==> config.mk <==
export PLATFORM = sky130hd
export DESIGN_NAME = spawn_scheduler
export DESIGN_NICKNAME = d
export VERILOG_FILES = /design/src/rtl/spawn_scheduler.sv
export SDC_FILE = /design/constraint.sdc
export NUM_CORES = 1
export LEC_CHECK = 0
export BUFFER_PORTS_ARGS = -buffer_cell sky130_fd_sc_hd__buf_2
export CAP_MARGIN = 20
export CORE_ASPECT_RATIO = 1.4
export CORE_UTILIZATION = 48
export CTS_CLUSTER_SIZE = 30
export DETAILED_ROUTE_END_ITERATION = 8
export GPL_ROUTABILITY_DRIVEN = 0
export PLACE_DENSITY = 0.67
export SKIP_LAST_GASP = 1
export SLEW_MARGIN = 20
export SYNTH_ARGS = -nofsm -noshare
export SYNTH_HDL_FRONTEND = slang
export SYNTH_SLANG_ARGS = --single-unit
==> constraint.sdc <==
create_clock -name clk_i -period 4.5 [get_ports clk_i]
set_clock_uncertainty 0.2 [all_clocks]
set_input_delay 0.9 -clock clk_i [delete_from_list [all_inputs] [get_ports clk_i]]
set_output_delay 0.9 -clock clk_i [all_outputs]
set_load 0.005 [all_outputs]
==> src/rtl/spawn_scheduler.sv <==
// Spawn pacing controller for the 8-slot enemy array: LFSR randomness, level-scaled
// countdown between spawns, enemy-count cap and post-collision grace period.
module spawn_scheduler #(
  parameter logic [15:0] LFSR_SEED       = 16'hACE1,
  parameter logic [7:0]  BASE_INTERVAL   = 8'd120,
  parameter logic [7:0]  MIN_INTERVAL    = 8'd20,
  parameter logic [7:0]  STEP            = 8'd10,
  parameter logic [7:0]  KILLS_PER_LEVEL = 8'd8,
  parameter logic [3:0]  MAX_ENEMIES     = 4'd8
) (
  input  logic       clk_i,
  input  logic       rst_ni,
  input  logic       tick_i,
  input  logic       game_active_i,
  input  logic [3:0] enemy_count_i,
  input  logic [3:0] kill_count_i,
  input  logic       collision_i,
  output logic [5:0] random_number_o,
  output logic       spawn_o,
  output logic [3:0] level_o
);

  typedef enum logic [1:0] {StIdle, StWait, StHold, StFire} state_e;

  state_e      state_q;
  logic [7:0]  cnt_q;
  logic [7:0]  kacc_q, kacc_d;
  logic [3:0]  level_q, level_d;
  logic [15:0] lfsr_q, lfsr_d;
  logic        spawn_q;

  logic [11:0]        level_dec;
  logic signed [11:0] interval_raw;
  logic [7:0]         interval;
  logic [8:0]         kill_sum;
  logic [7:0]         kill_sat;
  logic               room;

  assign lfsr_d = {1'b0, lfsr_q[15:1]} ^ (lfsr_q[0] ? 16'hB400 : 16'h0000);

  // Signed 12-bit difference so high levels clamp to the floor instead of wrapping.
  assign level_dec    = 12'(level_q) * 12'(STEP);
  assign interval_raw = $signed({4'd0, BASE_INTERVAL}) - $signed(level_dec);
  assign interval     = (interval_raw < $signed({4'd0, MIN_INTERVAL})) ? MIN_INTERVAL
                                                                     : interval_raw[7:0];

  assign room = enemy_count_i < MAX_ENEMIES;

  always_comb begin
    kill_sum = {1'b0, kacc_q} + {5'd0, kill_count_i};
    kill_sat = kill_sum[8] ? 8'hFF : kill_sum[7:0];
    kacc_d   = kill_sat;
    level_d  = level_q;
    if (kill_sat >= KILLS_PER_LEVEL) begin
      kacc_d  = kill_sat - KILLS_PER_LEVEL;
      level_d = (level_q == 4'd15) ? 4'd15 : level_q + 4'd1;
    end
  end

  always_ff @(posedge clk_i) begin
    if (!rst_ni) begin
      state_q <= StIdle;
      cnt_q   <= 8'd0;
      kacc_q  <= 8'd0;
      level_q <= 4'd0;
      lfsr_q  <= LFSR_SEED;
      spawn_q <= 1'b0;
    end else begin
      lfsr_q  <= lfsr_d;
      spawn_q <= 1'b0;
      if (!game_active_i) begin
        state_q <= StIdle;
        cnt_q   <= 8'd0;
        kacc_q  <= 8'd0;
        level_q <= 4'd0;
      end else if (state_q == StIdle) begin
        state_q <= StWait;
        cnt_q   <= interval;
        kacc_q  <= 8'd0;
        level_q <= 4'd0;
      end else begin
        kacc_q  <= kacc_d;
        level_q <= level_d;
        if (collision_i) begin
          state_q <= StWait;
          cnt_q   <= BASE_INTERVAL;
        end else begin
          case (state_q)
            StWait: begin
              if (tick_i) begin
                cnt_q <= cnt_q - 8'd1;
                if (cnt_q <= 8'd1) begin
                  if (room) begin
                    state_q <= StFire;
                    spawn_q <= 1'b1;
                  end else begin
                    state_q <= StHold;
                  end
                end
              end
            end
            StHold: begin
              if (room) begin
                state_q <= StFire;
                spawn_q <= 1'b1;
              end
            end
            StFire: begin
              // Reload uses the level held during the spawn cycle.
              state_q <= StWait;
              cnt_q   <= interval;
            end
            default: state_q <= StIdle;
          endcase
        end
      end
    end
  end

  assign random_number_o = lfsr_q[5:0];
  assign spawn_o         = spawn_q;
  assign level_o         = level_q;

endmodule

**Word-level counts from Yosys, hierarchy flattened**

Index checks and enable logic that the tools add are counted.

- Add/subtract/negate cells: 5
- $mul: 1
- Magnitude comparators: 4
- Eq/ne operators: 10
- Muxes and demuxes: 20
- Bitwise logic cells: 3
- Reduce and logical (&&, ||, !) cells: 8

Operators by type and width:

| kind | count |
|---|---|
| two-way mux 8 bit | 6 |
| two-way mux 16 bit | 1 |
| one-hot mux 8 bit (2 select lines) | 1 |
| bitwise XOR 15 x 16 -> 16 bit | 1 |
| != test 4 bit, second input constant | 3 |
| adder 8 x 4 -> 9 bit | 1 |
| less-than comparator 9 x 6 -> 1 bit, second input constant | 1 |
| subtractor 7 x 8 -> 9 bit, first input constant | 1 |
| >= comparator 8 x 4 -> 1 bit, second input constant | 1 |
| <= comparator 8 x 1 -> 1 bit, second input constant | 1 |
| subtractor 8 x 1 -> 8 bit, second input constant | 1 |
| subtractor 8 x 4 -> 8 bit, second input constant | 1 |
| multiplier 4 x 3 -> 7 bit, second input constant | 1 |
| two-way mux 1 bit | 6 |
| two-way mux 2 bit | 3 |
| != test 2 bit, second input constant | 3 |
| one-hot mux 2 bit (3 select lines) | 1 |
| AND reduction 3 bit | 2 |
| adder 4 x 1 -> 4 bit, second input constant | 1 |
| == test 2 bit, second input constant | 2 |
| == test 4 bit, second input constant | 1 |
| less-than comparator 4 bit, second input constant | 1 |
| two-way mux 4 bit | 1 |
| AND reduction 2 bit | 2 |
| 7 further kinds | 8 |

- Register bits after elaboration: 39
- Bits of input ports: 13
- Output and inout port bits: 11

**Depth between registers and ports, before layout**

Gate-level depths: netlist of the first run.

- Depth in word-level cells: 7
- Gate-level depth with buffers: 11
- Gate-level depth less buffers: 11

**Worst setup path before layout of the first run**

No wires, ideal clock.

- Kind: in2reg
- Start point: input kill_count_i[0]
- End point: register kacc_q[7]
- Setup time: 0.086 ns
- Arrival time: 2.834 ns
- Data required time: 4.214 ns
- Setup slack: 1.381 ns
- Stages: 11
- Path through: ha_1 inv_1 fa_1 nand2b_1 a211oi_2 and2b_1 nor2_1 ha_1 nand2_1 mux2i_1 a211oi_1

- Word-level cells in the longest chain between the ends: 4
- Elaborated cells between the ends (all ways): 5

Ends and longest elaborated chain:

| what | line | text |
|---|---|---|
| from (decl) | 16 | `input logic [3:0] kill_count_i,` |
| adder 8 x 4 -> 9 bit * | 50 | `kill_sum = {1'b0, kacc_q} + {5'd0, kill_count_i};` |
| two-way mux 8 bit * | 51 | `kill_sat = kill_sum[8] ? 8'hFF : kill_sum[7:0];` |
| subtractor 8 x 4 -> 8 bit / >= comparator 8 x 4 -> 1 bit (equally long branches) | 55, 54 |  |
| two-way mux 8 bit * | 54 | `if (kill_sat >= KILLS_PER_LEVEL) begin` |
| to (signal assigned) | 82 | `kacc_q <= kacc_d;` |
| to (decl) | 27 | `logic [7:0] kacc_q, kacc_d;` |

Mark *: on every way between the ends. The rest lies on a longest branch, timed or not.
A chain may end at the register's enable or synchronous reset.

**Final worst setup path of the first run**

Ends and elaborated chain as after synthesis.

==> impl_metrics.json, run 1 <==
{
  "tightestPinTransition_ns": 0.618,
  "maxCapViolations": 0,
  "grt_start_max_net_pins": 19,
  "multiInputGateArea_sq_mm": 0.00151,
  "setup_viol": 0,
  "rsz0062_at_grt": "false",
  "synth_compound_area_frac": 0.213,
  "crit_path_cell_trace": "buf_2 > ha_1 > inv_1 > fa_1 > nand2b_1 > a211oi_2 > and2b_1 > nor2_1 > ha_1 > nand2_1 > mux2i_1 > a211oi_1",
  "cp_slowest_cell": "fa_1",
  "pin_count": 24,
  "cp_slowest_stage_delay_ns": 0.39,
  "grt_pass1_vias": 1748,
  "critPathArrivalTime_ns": 3.22,
  "cts-root-buf": "clkbuf_8",
  "ant_nets": 0,
  "async_reset_ff_frac": 0,
  "ff2ff_setup_slack_ns": 1.65,
  "antenna_found_initial": 0,
  "clk_latency_ns": 0.30,
  "num_antenna_cells": 0,
  "powerDensity_mw_per_mm2": 271,
  "wl_per_cell_microns": 13.1,
  "final_common_cell": "dfxtp_1",
  "busiest_layer": "met2",
  "p_leak_nw": 1.04,
  "synth_xor_xnor_area_share": 0.0530,
  "synth_edf_count": 0,
  "clk_pin_slew_worst_paths_ns": 0.08,
  "worstHoldStart": "lfsr_q[8]",
  "post_cts_buffers": 0,
  "routed_wl_mm": 4.67,
  "syn2layout_area_growth_pct": 7.44,
  "synthFlopType": "dfxtp_1",
  "fp.dieH_microns": 86.6,
  "htreeDepth": 2,
  "synth.net_count": 311,
  "die_area_sq_mm": 0.00541,
  "regToRegEndpoint": "cnt_q[1]",
  "io_buffers": 20,
  "gr-usage-met2": 0.323,
  "start_util": 0.503,
  "maxSlewHeadroom": 0.585,
  "power_mw": 0.715,
  "drt_iter0_markers": 88,
  "required_ns": 4.51,
  "synth_seq_area_share": 0.318,
  "cp_max_fo": 6,
  "synth_seq_cells": 39,
  "r2r-start": "level_o[3]",
  "yosys.area_share.simple": 0.218,
  "ys_warn_count": 0,
  "cts_buffer_depth": 2,
  "tns_ns": 0,
  "synth_area_sq_mm": 0.00246,
  "crit_top_cell": "ha_1",
  "grt_overflow_total": 0,
  "syn_inst": 276,
  "drc": 0,
  "post-route-period-util": 0.713,
  "worst_hold_slack_ns": 0.215,
  "first_pass_iters": 4,
  "synth_fa_ha_area_frac": 0.118,
  "cts_buffers": 5,
  "peakVddDrop_mv": 0.194,
  "hold_buffers": 0,
  "ff_latch_area_sq_um": 781,
  "place_inst": 347,
  "grt_use_met1": 0.212,
  "hold_violations": 0,
  "period_needed_ns": 3.21,
  "slew_violations": 0,
  "grt_util_all_layers": 0.181,
  "core_area_sq_mm": 0.00488,
  "max_freq_mhz": 312,
  "syn_avg_cell_area_sq_um": 8.90,
  "worstSetupEndpointType": "flop",
  "final.setup.worst_slack_ns": 1.29,
  "synth_cell_type_count": 59,
  "drive_gt1_frac": 0.175,
  "die_width_microns": 62.5,
  "finalNonFillerCells": 355,
  "grt_pass1_wl_mm": 7.92,
  "dpl_worst_slack_ns": 0.931,
  "status": "completed",
  "fp-row-count": 30,
  "worstSetupStartpointType": "input pin",
  "ctsResizeCount": 0,
  "whs_endpoint": "lfsr_q[7]",
  "mostFrequentLayoutCells": "dfxtp_1, a21oi_1, nor2_1",
  "clock_sink_count": 39,
  "critPathKind": "input pin to flop",
  "hpwl_mm": 3.44,
  "nets": 325,
  "viasPerCell": 5.52,
  "num_vias": 1959,
  "min_path_cells": 1,
  "rr_worst_depth": 8,
  "yosys-mux-area-fraction": 0.0138,
  "min_path_type": "flop to flop",
  "cts_tree": "yes",
  "grt_use_met3": 0.0276,
  "synth_top_family_by_area": "simple AND/OR/NAND/NOR gates",
  "fill_cells": 485
}
report_power, final:
group	switching (mW)	internal [mW]	leakage [nW]	total, mW
Sequential	0.0101	0.360	0.320	0.370
Clock	0.134	0.111	0.0443	0.245
Combinational	0.0573	0.0423	0.675	0.0996
cell usage after synthesis (all sizes together), types with 3 or more instances:
library cell / number / area, sq um
a31oi: 7 / 43.8
xnor2: 8 / 77.6
xor2: 6 / 52.6
nand2: 17 / 66.3
clkbuf: 3 / 11.3
inv: 19 / 71.3
nand3: 9 / 45.0
mux2i: 3 / 33.8
nor2b: 3 / 18.8
o21ai: 7 / 35.0
a21oi: 24 / 146
a211oi: 9 / 72.6
o31ai: 5 / 51.3
nor2: 24 / 97.6
nor3: 12 / 75.1
ha: 20 / 250
dfxtp: 39 / 781
and2: 8 / 50.1
buf: 10 / 80.1
nand2b: 10 / 62.6
layer usage:
| layer | vias up | part of all wire |
|---|---|---|
| met1 | 927 | 0.45 |
| met3 | 12 | 0.017 |
| met2 | 23 | 0.51 |
| li1 | 997 | - |
| met5 | - | 0 |
| met4 | 0 | 0.022 |
stage by stage:
step	area [sq um]	utilization
global route	2640	0.541
finish	2640	0.541
CTS	2640	0.541
detailed placement	2540	0.522
global placement	2540	0.522
floorplan	2460	-
critical path, delay by kind of cell:
kind | cells | cell delay (ns)
compound gates | 2 | 0.62
buf+inv | 2 | 0.16
mux | 1 | 0.07
simple gates | 4 | 0.63
fa+ha+maj | 3 | 0.84
final cells by class:
class	instances	share of cell area
flip-flops and latches	39	0.296
repair buffers	20	0.0379
multi-input cells	205	0.573
inverters	19	0.0270
well taps	64	0.0303
clock inverters	3	0.00948
clock buffers	5	0.0261
how the worst max path moves through the flow:
stage / start / to / slack (ns) / cells after the start
2_1_floorplan: kill_count_i[0] / kacc_q[7] / 1.38 / 11
3_3_place_gp: kill_count_i[0] / kacc_q[7] / 1.04 / 12
3_5_place_dp: kill_count_i[0] / kacc_q[7] / 0.93 / 12
4_1_cts: kill_count_i[0] / kacc_q[7] / 1.26 / 12
5_1_grt: kill_count_i[0] / kacc_q[7] / 1.06 / 12
6_report: kill_count_i[0] / kacc_q[7] / 1.29 / 12
sequential cells by signal, summed over array words and instances, names as in the netlist:
signal	count
cnt_q	8
kacc_q	8
level_o	4
lfsr_q	16
spawn_o	1
state_q	2
cells by family (layout without fill, tap and decap cells):
| group | Yosys count | in the layout |
|---|---|---|
| AND/OR/NAND/NOR | 96 | 96 |
| XOR/XNOR | 14 | 14 |
| AO/OA/AOI/OAI | 70 | 70 |
| adder cells (fa/ha/maj) | 22 | 22 |
| multiplexers | 3 | 3 |
| flip-flops | 39 | 39 |
| buffers and inverters | 32 | 47 |
Power figures use the tool's default switching activity.
==> inputs of run 2 (changes only) <==
--- a/config.mk
+++ b/config.mk
@@ -5,6 +5,7 @@
 export SDC_FILE = /design/constraint.sdc
 export NUM_CORES = 1
 export LEC_CHECK = 0
+export ABC_AREA = 1
 export BUFFER_PORTS_ARGS = -buffer_cell sky130_fd_sc_hd__buf_2
 export CAP_MARGIN = 20
 export CORE_ASPECT_RATIO = 1.4
==> constraint.sdc (replaced) <==
create_clock -name clk_i -period 3 [get_ports clk_i]
set_clock_uncertainty 0.2 [all_clocks]
set_input_delay 0.6 -clock clk_i [delete_from_list [all_inputs] [get_ports clk_i]]
set_output_delay 0.6 -clock clk_i [all_outputs]
set_load 0.005 [all_outputs]
==> run 2 against run 1 <==
Effect of this change: combinational power rose by 51%; power grew 56%; via count increased by 6.5%; highest routed layer unchanged; cell area up 3.9%; clock-buffer cell count up 1; largest cell class unchanged; critical endpoint is now cnt_q[4].
==> impl_metrics.json, run 2 <==
{
  "final.setup.worst_slack_ns": 0.289,
  "synth_area_leader_cell": "dfxtp_1",
  "top_register": "lfsr_q",
  "period_needed_ns": 2.71,
  "largest_reg_flops": 16,
  "required_ns": 3.02,
  "wl_per_cell_microns": 10.8,
  "synth.net_count": 375,
  "num_vias": 2087,
  "place_inst": 419,
  "crit_top_cell": "nand2_1",
  "htreeDepth": 2,
  "mostFrequentLayoutCells": "nand2_1, inv_1, dfxtp_1",
  "nets": 397,
  "synth.top_cell.area_share": 0.314,
  "core_area_sq_mm": 0.00492,
  "tns_ns": 0,
  "hold_violations": 0,
  "clock_sink_count": 39,
  "rsz0062_at_grt": "false",
  "num_antenna_cells": 0,
  "status": "completed",
  "finalNonFillerCells": 426,
  "synth.most_common_cell": "nand2_1",
  "min_path_type": "flop to flop",
  "fp.dieH_microns": 87.2,
  "final_common_cell": "nand2_1",
  "clk_pin_slew_worst_paths_ns": 0.07,
  "synth_seq_cells": 39,
  "top_regs": "lfsr_q x16, cnt_q x8, kacc_q x8",
  "grt_overflow_total": 0,
  "clk_latency_ns": 0.29,
  "cts_buffer_depth": 2,
  "post_cts_buffers": 0,
  "ys_warn_count": 0,
  "ant_nets": 0,
  "maxSlewHeadroom": 0.706,
  "grt_pass1_wl_mm": 7.91,
  "cts-root-buf": "clkbuf_8",
  "yosys-top-cells-area": "dfxtp_1, nand2_1, ha_1",
  "start_util": 0.506,
  "io_buffers": 20,
  "grt_pass1_vias": 1925,
  "post-route-period-util": 0.904,
  "max_freq_mhz": 369,
  "syn_inst": 340,
  "die_width_microns": 62.8,
  "antenna_found_initial": 0,
  "synthFlopType": "dfxtp_1",
  "powerDensity_mw_per_mm2": 408,
  "cts_buffers": 5,
  "slew_violations": 0,
  "cp_max_fo": 5,
  "fp-row-count": 30,
  "grt_start_max_net_pins": 18,
  "worstSetupStartpointType": "flop",
  "die_area_sq_mm": 0.00548,
  "setup_viol": 0,
  "crit_family": "adder cells",
  "synth_edf_count": 0,
  "grt_util_all_layers": 0.182,
  "peakVddDrop_mv": 0.314,
  "cp_slowest_stage_delay_ns": 0.55,
  "syn_avg_cell_area_sq_um": 7.32,
  "hpwl_mm": 3.66,
  "drc": 0,
  "maxCapViolations": 0,
  "p_leak_nw": 1.37,
  "cp_slowest_cell": "fa_1",
  "cp_num_buf_inv": 0,
  "synth_seq_area_share": 0.314,
  "critPathArrivalTime_ns": 2.73,
  "crit_path_cell_trace": "ha_1 > ha_1 > fa_1 > nand2_1 > nor2_1 > nand2_1 > a21oi_1 > nand3_1 > and2_4 > nand2_1 > o21ai_0 > a21oi_1",
  "async_reset_ff_frac": 0,
  "viasPerCell": 4.90,
  "drive_gt1_frac": 0.160,
  "critPathKind": "flop to flop",
  "syn2layout_area_growth_pct": 10.2,
  "routed_wl_mm": 4.62,
  "cts_tree": "yes",
  "first_pass_iters": 4,
  "synth_area_sq_mm": 0.00249,
  "worstSetupEndpointType": "flop",
  "drt_iter0_markers": 60,
  "dpl_worst_slack_ns": 0.245,
  "tightestPinTransition_ns": 0.441,
  "synth_cell_type_count": 39,
  "ff2ff_setup_slack_ns": 0.29,
  "yosys-top-cells-count": "nand2_1, inv_1, dfxtp_1",
  "pin_count": 24
}
run 2: worst paths after layout:
check / from / to / cells past startpoint
worst max register to register: level_o[1] / cnt_q[4] / 12
worst max-delay path: level_o[1] / cnt_q[4] / 12
worst min register to register: lfsr_q[7] / lfsr_q[6] / 2
worst min-delay path: lfsr_q[7] / lfsr_q[6] / 2
run 2: logic make-up after synthesis:
group / synth area share
AND/OR/NAND/NOR: 0.314
buffers and inverters: 0.106
AO/OA/AOI/OAI: 0.119
flip-flops: 0.314
adder cells (fa/ha/maj): 0.117
XOR/XNOR: 0.0312
run 2: layout make-up:
type | instances | area (sq um)
fill | 490 | 2180
tap | 64 | 80.1
multi-input combinational | 237 | 1440
timing repair buffer | 23 | 123
sequential | 39 | 782
clock inverter | 1 | 30.0
clock buffer | 6 | 72.6
inverter | 56 | 210
run 2: worst min-delay path, delay by kind of cell, from the launching register on:
kind / cells / cell delay [ns]
flip-flops: 1 / 0.31
AND/OR/NAND/NOR: 1 / 0.04
buffers and inverters: 1 / 0.03
run 2: what timing repair did:
item / in CTS / in global routing
gates resized for setup: 0 / 1
endpoints found under the hold margin: 0 / 0
hold buffers: 0 / 0
setup endpoints to repair: 0 / 1
run 2: where the power goes:
group / switching, mW / internal [mW] / total, mW
Clock: 0.170 / 0.244 / 0.414
Sequential: 0.0142 / 0.541 / 0.555
Combinational: 0.0919 / 0.0577 / 0.150
Total: 0.276 / 0.842 / 1.12
run 2: through the flow:
| step | instance area (sq um) | hold slack [ns] | utilization | power (mW) |
|---|---|---|---|---|
| 6_report | 2740 | 0.208 | 0.558 | 1.12 |
| 5_1_grt | 2740 | 0.226 | 0.558 | 1.18 |
| 4_1_cts | 2740 | 0.211 | 0.557 | 1.13 |
| 3_5_place_dp | 2640 | 0.194 | 0.536 | 0.716 |
| 3_3_place_gp | 2640 | 0.181 | 0.536 | 0.713 |
| 2_1_floorplan | 2490 | 0.180 | - | 0.685 |
run 2: layer usage:
metal  up-vias  GRT usage  share of wire
met5         -          0              0
met3         8     0.0432          0.026
met1       927      0.196           0.44
li1       1123          -              -
met2        29      0.348           0.52
met4         0     0.0550          0.016
==> inputs of run 3 (changes only) <==
--- a/config.mk
+++ b/config.mk
@@ -5,7 +5,7 @@
 export SDC_FILE = /design/constraint.sdc
 export NUM_CORES = 1
 export LEC_CHECK = 0
-export ABC_AREA = 1
+export ABC_AREA = 0
 export BUFFER_PORTS_ARGS = -buffer_cell sky130_fd_sc_hd__buf_2
 export CAP_MARGIN = 20
 export CORE_ASPECT_RATIO = 1.4
@@ -13,8 +13,7 @@
 export CTS_CLUSTER_SIZE = 30
 export DETAILED_ROUTE_END_ITERATION = 8
 export GPL_ROUTABILITY_DRIVEN = 0
-export PLACE_DENSITY = 0.67
-export SKIP_LAST_GASP = 1
+export PLACE_DENSITY = 0.78
 export SLEW_MARGIN = 20
 export SYNTH_ARGS = -nofsm -noshare
 export SYNTH_HDL_FRONTEND = slang
==> run 3 against run 2 <==
Effect of this change: final cell count fell by 15%; critical path depth fell by 1; hold slack improved by 0.0038 ns; die area fell by 1.2%; global-route usage rose by 0.081 points; setup slack got worse by 0.023 ns; clock-buffer cell count fell by 1; critical path type is now input pin to flop; critical endpoint is now kacc_q[7]; highest routed layer unchanged.
==> impl_metrics.json, run 3 (synthesis gave the netlist of run 1 again) <==
{
  "critPathKind": "input pin to flop",
  "crit_path_start": "kill_count_i[0]",
  "grt_overflow_total": 0,
  "cts_buffers": 5,
  "cp-endpoint": "kacc_q[7]",
  "largest_reg_flops": 16,
  "grt_use_met3": 0.0355,
  "first_pass_iters": 4,
  "htreeDepth": 2,
  "io_buffers": 20,
  "max_freq_mhz": 366,
  "maxCapViolations": 0,
  "setup_viol": 0,
  "grt_pass1_vias": 1917,
  "cp_max_fo": 4,
  "cts_tree": "yes",
  "fp-row-count": 30,
  "drive_gt1_frac": 0.197,
  "worstSetupStartpointType": "input pin",
  "ff2ff_setup_slack_ns": 0.33,
  "maxSlewHeadroom": 0.595,
  "place_inst": 355,
  "internal_power_mw": 0.854,
  "gr-usage-met2": 0.338,
  "die_area_sq_mm": 0.00541,
  "period_needed_ns": 2.73,
  "clock_sink_count": 39,
  "cp_slowest_stage_delay_ns": 0.38,
  "fp.dieH_microns": 86.6,
  "rsz0062_at_grt": "false",
  "grt_use_met1": 0.201,
  "num_antenna_cells": 0,
  "finalNonFillerCells": 363,
  "die_width_microns": 62.5,
  "peakVddDrop_mv": 0.291,
  "clk_pin_slew_worst_paths_ns": 0.07,
  "tns_ns": 0,
  "drt_iter0_markers": 43,
  "core_area_sq_mm": 0.00488,
  "powerDensity_mw_per_mm2": 422,
  "pin_count": 24,
  "min_path_type": "flop to flop",
  "routed_wl_mm": 4.65,
  "nets": 333,
  "final_common_cell": "dfxtp_1",
  "hold_violations": 0,
  "cts-root-buf": "clkbuf_8",
  "combPwrFrac": 0.135,
  "mostFrequentLayoutCells": "dfxtp_1, a21oi_1, nor2_1",
  "p_leak_nw": 1.10,
  "top_regs": "lfsr_q x16, cnt_q x8, kacc_q x8",
  "pwr-share-clk": 0.382,
  "required_ns": 2.97,
  "crit_path_cell_trace": "buf_2 > ha_1 > inv_1 > fa_1 > nand2b_1 > a21oi_1 > mux2i_2 > ha_1 > nand2_1 > mux2i_1 > a211oi_1",
  "top_register": "lfsr_q",
  "r2r-start": "kacc_q[0]",
  "grt_util_all_layers": 0.183,
  "cts_buffer_depth": 2,
  "viasPerCell": 5.45,
  "regToRegEndpoint": "kacc_q[7]",
  "hpwl_mm": 3.55,
  "critPathArrivalTime_ns": 2.71,
  "grt_pass1_wl_mm": 7.98,
  "crit_top_cell": "ha_1",
  "ant_nets": 0,
  "slew_violations": 0,
  "cp_slowest_cell": "fa_1",
  "tightestPinTransition_ns": 0.603,
  "antenna_found_initial": 0,
  "syn2layout_area_growth_pct": 10.6,
  "p_seq_frac": 0.483,
  "num_vias": 1978,
  "hold_buffers": 0,
  "post_cts_buffers": 0,
  "clk_latency_ns": 0.29,
  "power.net_switching_mw": 0.294,
  "p_sw_frac": 0.256,
  "drc": 0,
  "ctsResizeCount": 0,
  "busiest_layer": "met2",
  "rr_worst_depth": 10,
  "post-route-period-util": 0.911,
  "grt_start_max_net_pins": 18,
  "wl_per_cell_microns": 12.8,
  "start_util": 0.503,
  "status": "completed",
  "worstSetupEndpointType": "flop"
}
-- run 3: power groups by stage --
stage               Sequential [mW]  Combinational [mW]  Clock (mW)
CTS                           0.555               0.155       0.448
global placement              0.566               0.151           0
floorplan                     0.564               0.126           0
finish                        0.555               0.155       0.439
global route                  0.557               0.173       0.469
detailed placement            0.567               0.153           0
-- run 3: layout make-up --
type | instances | area [sq um]
Inverter | 19 | 71.3
Sequential cell | 39 | 781
Tap cell | 64 | 80.1
Timing Repair Buffer | 28 | 160
Clock inverter | 3 | 43.8
Clock buffer | 5 | 68.8
Multi-Input combinational cell | 205 | 1510
Fill cell | 443 | 2160
-- run 3: worst min path at each step --
stage	start	end	slack, ns	cells past startpoint
after global routing	lfsr_q[7]	lfsr_q[6]	0.23	1
final	lfsr_q[7]	lfsr_q[6]	0.21	1
after global placement	lfsr_q[6]	lfsr_q[5]	0.19	1
after detailed placement	lfsr_q[12]	lfsr_q[11]	0.19	1
after CTS	lfsr_q[6]	lfsr_q[5]	0.21	1
after floorplan	lfsr_q[12]	lfsr_q[11]	0.19	1
-- run 3: through the flow --
step	cell area [sq um]	util	setup WS (ns)	power, mW	hold WS, ns
finish	2720	0.557	0.267	1.15	0.212
global route	2720	0.557	0.136	1.20	0.228
CTS	2720	0.557	0.268	1.16	0.214
detailed placement	2610	0.534	-0.0436	0.720	0.194
global placement	2610	0.534	-0.00348	0.717	0.190
floorplan	2460	-	0.181	0.691	0.186
-- run 3: critical path, delay by kind of cell --
kind / cells / cell delay, ns
compound gates: 2 / 0.30
fa+ha+maj: 3 / 0.86
buf+inv: 2 / 0.15
mux: 2 / 0.52
simple gates: 2 / 0.27
-- run 3: layer usage --
layer  wire length, microns  vias up
met5                      0        -
met4                     83        0
met3                    138        8
met2                   2400       28
met1                   2030      926
li1                       -     1016
